===== config.mk =====
export PLATFORM = sky130hd
export DESIGN_NAME = counter_ctrl
export DESIGN_NICKNAME = d
export VERILOG_FILES = /design/src/rtl/counter_ctrl_pkg.sv /design/src/rtl/tick_prescaler.sv /design/src/rtl/counter_ctrl.sv
export SDC_FILE = /design/constraint.sdc
export NUM_CORES = 1
export LEC_CHECK = 0
export ABC_AREA = 1
export CORE_UTILIZATION = 30
export CTS_BUF_LIST = sky130_fd_sc_hd__clkbuf_16
export DETAILED_ROUTE_END_ITERATION = 10
export MAX_ROUTING_LAYER = met4
export SLEW_MARGIN = 0
export SYNTH_ARGS = -nofsm -noshare
export SYNTH_HDL_FRONTEND = slang
export SYNTH_SLANG_ARGS = --single-unit

===== constraint.sdc =====
create_clock -name Clock -period 4.2 [get_ports Clock]
set_clock_uncertainty 0.2 [all_clocks]
set_input_delay 0.84 -clock Clock [delete_from_list [all_inputs] [get_ports Clock]]
set_output_delay 0.84 -clock Clock [all_outputs]
set_load 0.02 [all_outputs]

===== src/rtl/counter_ctrl_pkg.sv =====
// ============================================================================
// counter_ctrl_pkg : shared state encoding and widths for counter_ctrl
// Revision: 1.0
// ============================================================================
`default_nettype none

package counter_ctrl_pkg;

  typedef enum logic [1:0] {
    IDLE  = 2'd0,
    RUN   = 2'd1,
    PAUSE = 2'd2,
    DONE  = 2'd3
  } state_t;

  localparam int MAX_DIGIT = 9;
  localparam int CNT_W     = 8;

endpackage

`default_nettype wire


===== src/rtl/tick_prescaler.sv =====
// ============================================================================
// tick_prescaler : free-running divider, one registered tick per TICK_DIV
// Revision: 1.0
// ============================================================================
`default_nettype none

module tick_prescaler #(
  parameter int TICK_DIV = 50_000_000,
  parameter int DIV_W    = $clog2(TICK_DIV)
) (
  input  logic Clock,
  input  logic sResetn,
  input  logic clr,
  input  logic en,
  output logic tick
);

  localparam logic [DIV_W-1:0] C_LAST = DIV_W'(TICK_DIV - 1);
  // Fire one count early so the registered tick lands TICK_DIV-1 edges after a clear.
  localparam logic [DIV_W-1:0] C_FIRE = DIV_W'(TICK_DIV - 2);

  logic [DIV_W-1:0] r_count;

  always_ff @(posedge Clock or negedge sResetn) begin
    if (!sResetn) begin
      r_count <= '0;
      tick    <= 1'b0;
    end else if (clr) begin
      r_count <= '0;
      tick    <= 1'b0;
    end else if (en) begin
      tick    <= (r_count == C_FIRE);
      r_count <= (r_count == C_LAST) ? '0 : r_count + 1'b1;
    end else begin
      tick    <= 1'b0;
    end
  end

endmodule

`default_nettype wire


===== src/rtl/counter_ctrl.sv =====
// ============================================================================
// counter_ctrl : start/stop sequencer for the mod-10 up/down digit counter
// Option macro: COUNTER_CTRL_AUTORELOAD_EN (reload on target instead of DONE)
// Revision: 1.0
// ============================================================================
`default_nettype none

module counter_ctrl
  import counter_ctrl_pkg::*;
#(
  parameter int TICK_DIV = 50_000_000,
  parameter int DIV_W    = $clog2(TICK_DIV)
) (
  input  logic             Clock,
  input  logic             sResetn,
  input  logic             start,
  input  logic             stop,
  input  logic             dir_sel,
  input  logic [3:0]       target,
  input  logic [CNT_W-1:0] count_q,
  output logic             step,
  output logic             updown,
  output logic             cnt_resetn,
  output logic             done,
  output logic [1:0]       state
);

  state_t     r_state;
  state_t     w_next;
  logic [3:0] r_tgt;
  logic       r_step_d;
  logic       w_hit;
  logic       w_en;
  logic       w_clr;

  // count_q is only trusted the cycle after a step, once the counter has settled.
  assign w_hit = r_step_d && (r_state == RUN) &&
                 (r_tgt <= 4'(MAX_DIGIT)) && (count_q == CNT_W'(r_tgt));

  always_comb begin
    w_next = r_state;
    case (r_state)
      IDLE:    if (start && !stop) w_next = RUN;
      RUN: begin
        if (stop) begin
          w_next = PAUSE;
        end else if (w_hit) begin
`ifdef COUNTER_CTRL_AUTORELOAD_EN
          w_next = RUN;
`else
          w_next = DONE;
`endif
        end
      end
      PAUSE: begin
        if (stop)       w_next = IDLE;
        else if (start) w_next = RUN;
      end
      DONE:    if (start || stop) w_next = IDLE;
      default: w_next = IDLE;
    endcase
  end

  // Prescaler holds its value outside RUN and on the edge that leaves RUN.
  assign w_en  = (r_state == RUN) && (w_next == RUN);
  assign w_clr = (r_state == IDLE);

  tick_prescaler #(
    .TICK_DIV (TICK_DIV),
    .DIV_W    (DIV_W)
  ) u_prescaler (
    .Clock   (Clock),
    .sResetn (sResetn),
    .clr     (w_clr),
    .en      (w_en),
    .tick    (step)
  );

  always_ff @(posedge Clock or negedge sResetn) begin
    if (!sResetn) begin
      r_state    <= IDLE;
      r_tgt      <= 4'd0;
      r_step_d   <= 1'b0;
      updown     <= 1'b1;
      cnt_resetn <= 1'b0;
      done       <= 1'b0;
    end else begin
      r_state  <= w_next;
      r_step_d <= step;
      if ((r_state == IDLE) && (w_next == RUN)) begin
        r_tgt  <= target;
        updown <= dir_sel;
      end
`ifdef COUNTER_CTRL_AUTORELOAD_EN
      cnt_resetn <= (w_next != IDLE) && !(w_hit && !stop);
      done       <= w_hit && !stop;
`else
      cnt_resetn <= (w_next != IDLE);
      done       <= (w_next == DONE);
`endif
    end
  end

  assign state = r_state;

endmodule

`default_nettype wire


# Word-level counts from Yosys, hierarchy flattened
# Index checks and enable logic that the tools add are counted.
[totals]
latchBits = 0
memories = 0
regBits = 37
elab_cells = 41
mem_bits_ro = 0
out_inout_bits = 6
mem_bits_rw = 0
[op_classes]
eq_ne = 8
shifts = 0
bitwise = 0
muxes = 12
n_mul = 0
addsub = 1
n_div = 0
n_lt_le_gt_ge = 1
n_reduce_logical = 11
[op_table]
columns = ["op", "n"]
rows = [
  ["$mux 26", 3],
  ["$eq 26x26->1 const B", 2],
  ["$add 26x1->26 const B", 1],
  ["$mux 2", 6],
  ["$eq 8x4->1", 1],
  ["$pmux 2 s4", 1],
  ["$eq 2x2->1 const B", 3],
  ["$logic_and 1x1->1", 6],
  ["$eq 2x1->1 const B", 2],
  ["$le 4x4->1 const B", 1],
  ["$reduce_bool 2->1", 2],
  ["$logic_not 2->1", 1],
  ["$mux 1", 2],
  ["$logic_not 1->1", 1],
  ["$logic_or 1x1->1", 1],
]

# Depth between registers and ports, before layout
[logic_depth]
depth_word = 11
ltp_mapped = 13

# By module
# Synthesis repeated with hierarchy kept, for this count alone.
[hier_totals]
hier_cells = 321
area_unflattened_um2 = 2312.2
[modules_own_cells]
columns = ["module", "seq_area_each_um2", "area_per_inst_um2", "n_inst", "cells_each"]
rows = [
  ["tick_prescaler", 675.6, 1764.2, 1, 248],
  ["counter_ctrl", 251.5, 548.0, 1, 73],
]

# Worst setup path after synthesis
# No wires, ideal clock.
[synth_timing]
path_kind = "input to register"
start = "in count_q[1]"
end = "reg u_prescaler.r_count[3]"
slack_ns = 2.173
t_arrival_ns = 1.760
cell_stages = 12
required_time_ns = 3.934
cell_sequence = "inv_1 -> o21ai_0 -> nand2_1 -> nor2_1 -> nand2_1 -> nand2_2 -> nand2_4 -> nand2_2 -> buf_6 -> buf_6 -> nand3_1 -> nand2_1"
[synth_between]
elab_chain_cells = 8
[synth_lines]
columns = ["element", "line", "source"]
rows = [
  ["start: declaration", "counter_ctrl.sv:20", "input logic [CNT_W-1:0] count_q,"],
  ["$eq 8x4->1", "counter_ctrl.sv:38", "(r_tgt <= 4'(MAX_DIGIT)) && (count_q == CNT_W'(r_tgt));"],
  ["$logic_and 1x1->1", "counter_ctrl.sv:38", ""],
  ["$mux 2", "counter_ctrl.sv:47", "end else if (w_hit) begin"],
  ["$mux 2", "counter_ctrl.sv:45", "if (stop) begin"],
  ["$pmux 2 s4", "counter_ctrl.sv:42", "case (r_state)"],
  ["$eq 2x1->1", "counter_ctrl.sv:65", "assign w_en = (r_state == RUN) && (w_next == RUN);"],
  ["$logic_and 1x1->1", "counter_ctrl.sv:65", ""],
  ["$reduce_bool 2->1 (no line)", "--", ""],
  ["end signal: assignment", "tick_prescaler.sv:33", "r_count <= (r_count == C_LAST) ? '0 : r_count + 1'b1;"],
  ["end: declaration", "tick_prescaler.sv:22", "logic [DIV_W-1:0] r_count;"],
]
# No other way between the ends.
# A chain may end at the register's enable or synchronous reset.

# Final worst setup path
[layout_timing]
start = "in stop"
end = "reg u_prescaler.r_count[0]"
[layout_between]
elab_chain_cells = 7
word_cells_on_any_way = 11
cone_classes = "eq/ne: 1; mux: 5; reduce/logical: 5"
[layout_lines]
columns = ["element", "line", "source"]
rows = [
  ["start: declaration", "counter_ctrl.sv:17", "input logic stop,"],
  ["$logic_not 1->1", "counter_ctrl.sv:43", "IDLE: if (start && !stop) w_next = RUN;"],
  ["$logic_and 1x1->1", "counter_ctrl.sv:43", ""],
  ["$mux 2", "counter_ctrl.sv:43", ""],
  ["$pmux 2 s4 *", "counter_ctrl.sv:42", ""],
  ["$eq 2x1->1 *", "counter_ctrl.sv:65", ""],
  ["$logic_and 1x1->1 *", "counter_ctrl.sv:65", ""],
  ["$reduce_bool 2->1 (no line) *", "--", ""],
]
# Every way passes the cells marked *; elsewhere a longest branch is shown, timed or not.

==> flow_summary_export.csv <==
group,metric,value,unit
grt,grt-busiest-layer,"met2",
setup_path,worstPathArrival,2720,ps
sta,finalCritPeriodShare,0.6559,
logic_synthesis,syn_nets,391,
cells_and_area,nFillCells,824,
pwr,irDropWorstVdd,0.0001628,V
setup_path,crit_buf_inv,1,
grt,grt_pass1_wl,10830,microns
placed_design,portBuffers,22,
setup_path,r2r-end,"r_tgt[1]$_DFFE_PN0P_",
route,drc,0,
sta,hold_viol,0,
pwr,p_sw,0.2695,mW
setup_path,crit_required,4160,ps
setup_path,worstPathCellList,"clkdlybuf4s50_1 > o21ai_0 > nand2_4 > nand2_2 > nand2_1 > nand2_1 > nand2_1",
route,drt-initial-drc-count,219,
grt,use_met2,0.2561,
pwr,swShare,0.2899,
placed_design,dpl.hpwl,4508,microns
floorplan,dieWidth,93.08,microns
clock_tree,cts_setup_buffers,0,
clock_tree,clock_path_buffers,2,
setup_path,crit_start,"stop",
setup_path,r2r_setup_slack,1850,ps
pwr,p_leak,1.447,nW
setup_path,path_max_fanout,29,
pwr,power.share.clock,0.379,
clock_tree,cts-resized-gates,0,
route,postRouteAntennaNets,0,
logic_synthesis,synthSimpleGateAreaFrac,0.4414,
logic_synthesis,synth-compound-area-share,0.01458,
logic_synthesis,yosysUniqueCellTypes,24,
grt,grt-ovfl-total,0,
sta,worst_pin_slew,997.1,ps
grt,grt_util_met1,0.2111,
cells_and_area,syn2layout_area_growth,16.99,%
route,dr.pass1.iters,5,
logic_synthesis,synth_enable_flop_cells,0,
run,drv_cap,0,
run_status,status,"finished clean",
setup_path,slowest_stage,"clkdlybuf4s50_1",
logic_synthesis,synthXorXnorAreaFrac,0.05983,
sta,setup_violations,0,
setup_path,path_depth,7,
route,wl,6117,microns
cells_and_area,final_core_util,0.3691,
pwr,pwr-share-comb,0.182,
sta,relSlewSlack,0.3345,
setup_path,reg2reg_depth,4,
sta,max_freq,0.3630,GHz
cells_and_area,diodes,0,
cells_and_area,nNetsFinal,411,
logic_synthesis,syn_area,0.002489,sq mm
clock_tree,cts_hold_buf,0,
floorplan,die-area,0.008664,sq mm
setup_path,r2r-start,"state[1]$_DFF_PN0_",
clock_tree,path_clk_slew,60,ps
floorplan,row_count,32,
grt,antenna_found_initial,0,
grt,grt_use_total,0.1619,
setup_path,max_stage_delay,470,ps
setup_path,worst-setup-path-type,"in2reg",
sta,setup_tns,0,ps
logic_synthesis,synth_seq_area_share,0.3725,
placed_design,dp.cells,487,
clock_tree,cts_tree,"yes",
logic_synthesis,netlist_instances,372,
setup_path,end_kind,"flip-flop",
floorplan,core,0.007888,sq mm
logic_synthesis,yosysWarningCount,0,
pwr,p_seq_frac,0.439,
sta,period_needed,2755,ps
logic_synthesis,synth_fa_ha_area_frac,0.01006,
floorplan,start_util,0.3155,
sta,whs,185.6,ps
cells_and_area,drive_gt1_frac,0.05089,
logic_synthesis,synthArstFlopShare,1.000,
clock_tree,insertion_delay,280,ps
sta,rsz0062_at_grt,"false",
floorplan,die-height,93.08,microns
route,vias_per_cell,4.721,
logic_synthesis,ys.flop_type,"dfrtp_1",
grt,grt_pass1_vias,2285,
grt,use_met3,0.03415,
cells_and_area,fin_cells,495,
logic_synthesis,synth_top_family_by_area,"simple AND/OR/NAND/NOR gates",
route,routedWlPerCell,12.36,microns
setup_path,critPathCapture,"u_prescaler.r_count[0]$_DFFE_PN0P_",
pwr,power_density,319.3,mW/mm^2
setup_path,cpMostUsedCell,"nand2_1",
pwr,intPower,0.6602,mW
placed_design,place.gp.congestion,0.9199,
pwr,power.total,0.9297,mW
route,vias,2337,
floorplan,io_pins,23,
min_path,hold_class,"reg2reg",
sta,maxSlewViolCount,0,
grt,grt_max_degree,38,
logic_synthesis,muxShareOfSynthArea,0.009050,
clock_tree,cts_buffers,5,
setup_path,critPathLaunchType,"input pin",
clock_tree,htreeDepth,2,
logic_synthesis,synth.avg_cell_area,6.690,sq um
setup_path,crit_family,"simple AND/OR/NAND/NOR gates",
logic_synthesis,synth-seq-cells,37,
clock_tree,cts-root-buf,"clkbuf_16",
clock_tree,clock-sinks,37,
## sequential cells by signal, summed over array words and instances, names as in the netlist
| register | count |
|---|---|
| r_tgt | 4 |
| cnt_resetn | 1 |
| state | 2 |
| u_prescaler.r_count | 26 |
| r_step_d | 1 |
| u_prescaler.tick | 1 |
| done | 1 |
| updown | 1 |
## metal layers
layer / routed length (microns) / share of wire
met1: 2888 / 0.47
met2: 2693 / 0.44
met3: 446 / 0.073
met4: 87 / 0.014
met5: 0 / 0
## cells in the mapped netlist (2+ instances only)
cell type / count / share of area
nand2_1: 122 / 0.18
nor2_1: 58 / 0.087
nand3_1: 43 / 0.086
nor2_4: 2 / 0.0090
nor3_1: 4 / 0.0080
nand2_2: 2 / 0.0050
buf_2: 4 / 0.0080
mux2_2: 2 / 0.0090
clkbuf_1: 3 / 0.0045
ha_1: 2 / 0.010
buf_6: 3 / 0.014
inv_1: 43 / 0.065
o21ai_0: 6 / 0.012
nand4_1: 18 / 0.045
dfrtp_1: 36 / 0.36
xnor2_1: 3 / 0.011
xor2_1: 14 / 0.049
## power by group through the flow
stage	Sequential, mW	Clock, mW	Combinational [mW]
2_1_floorplan	0.420	0	0.101
3_3_place_gp	0.413	0	0.168
3_5_place_dp	0.413	0	0.170
4_1_cts	0.408	0.365	0.171
5_1_grt	0.412	0.379	0.193
6_report	0.408	0.352	0.169
## how the worst min path moves through the flow
stage | startpoint | endpoint | slack [ps] | depth (start not counted)
3_5_place_dp | u_prescaler.tick$_DFF_PN0_ | r_step_d$_DFF_PN0_ | 180 | 0
2_1_floorplan | u_prescaler.tick$_DFF_PN0_ | r_step_d$_DFF_PN0_ | 290 | 0
3_3_place_gp | u_prescaler.tick$_DFF_PN0_ | r_step_d$_DFF_PN0_ | 160 | 0
6_report | u_prescaler.tick$_DFF_PN0_ | r_step_d$_DFF_PN0_ | 190 | 0
5_1_grt | u_prescaler.tick$_DFF_PN0_ | r_step_d$_DFF_PN0_ | 220 | 0
4_1_cts | u_prescaler.tick$_DFF_PN0_ | r_step_d$_DFF_PN0_ | 200 | 0
## layout make-up
cell class / count / area, sq um / area share
tap: 102 / 127.6 / 0.04383
inverter: 44 / 165.2 / 0.05673
clock inverter: 3 / 12.51 / 0.004297
multi-input combinational: 281 / 1331 / 0.4572
clock buffer: 5 / 125.1 / 0.04297
sequential: 37 / 927.1 / 0.3184
timing repair buffer: 23 / 222.7 / 0.07649
## logic make-up after synthesis
| group | count (synthesis) |
|---|---|
| flops | 37 |
| mux | 2 |
| xor+xnor | 17 |
| fa+ha+maj | 2 |
| buf+inv | 54 |
| compound gates | 7 |
| simple gates | 253 |
## stage by stage
stage,cell area [sq um],setup slack (ps)
4_1_cts,2912,1420
3_5_place_dp,2774,1134
2_1_floorplan,2489,2173
5_1_grt,2912,1228
6_report,2912,1445
3_3_place_gp,2774,1176
## cells in the final DEF (no fill, tap or decap), types with 3 or more instances in the layout
cell | Yosys | final
xnor2_1 | 3 | 3
dfrtp_1 | 36 | 36
o21ai_0 | 6 | 6
xor2_1 | 14 | 14
nor3_1 | 4 | 4
nand4_1 | 18 | 18
nor2_1 | 58 | 58
inv_1 | 43 | 43
clkdlybuf4s50_1 | 0 | 21
clkbuf_16 | 0 | 5
nand2_1 | 122 | 122
nand3_1 | 43 | 43
## worst register-to-register path: cells and delay by family, from the launching register on
kind / cells / cell delay (ps)
AND/OR/NAND/NOR: 2 / 730
flip-flops: 1 / 430
multiplexers: 1 / 380
buffers and inverters: 1 / 500
(Power assumes the default switching activity.)
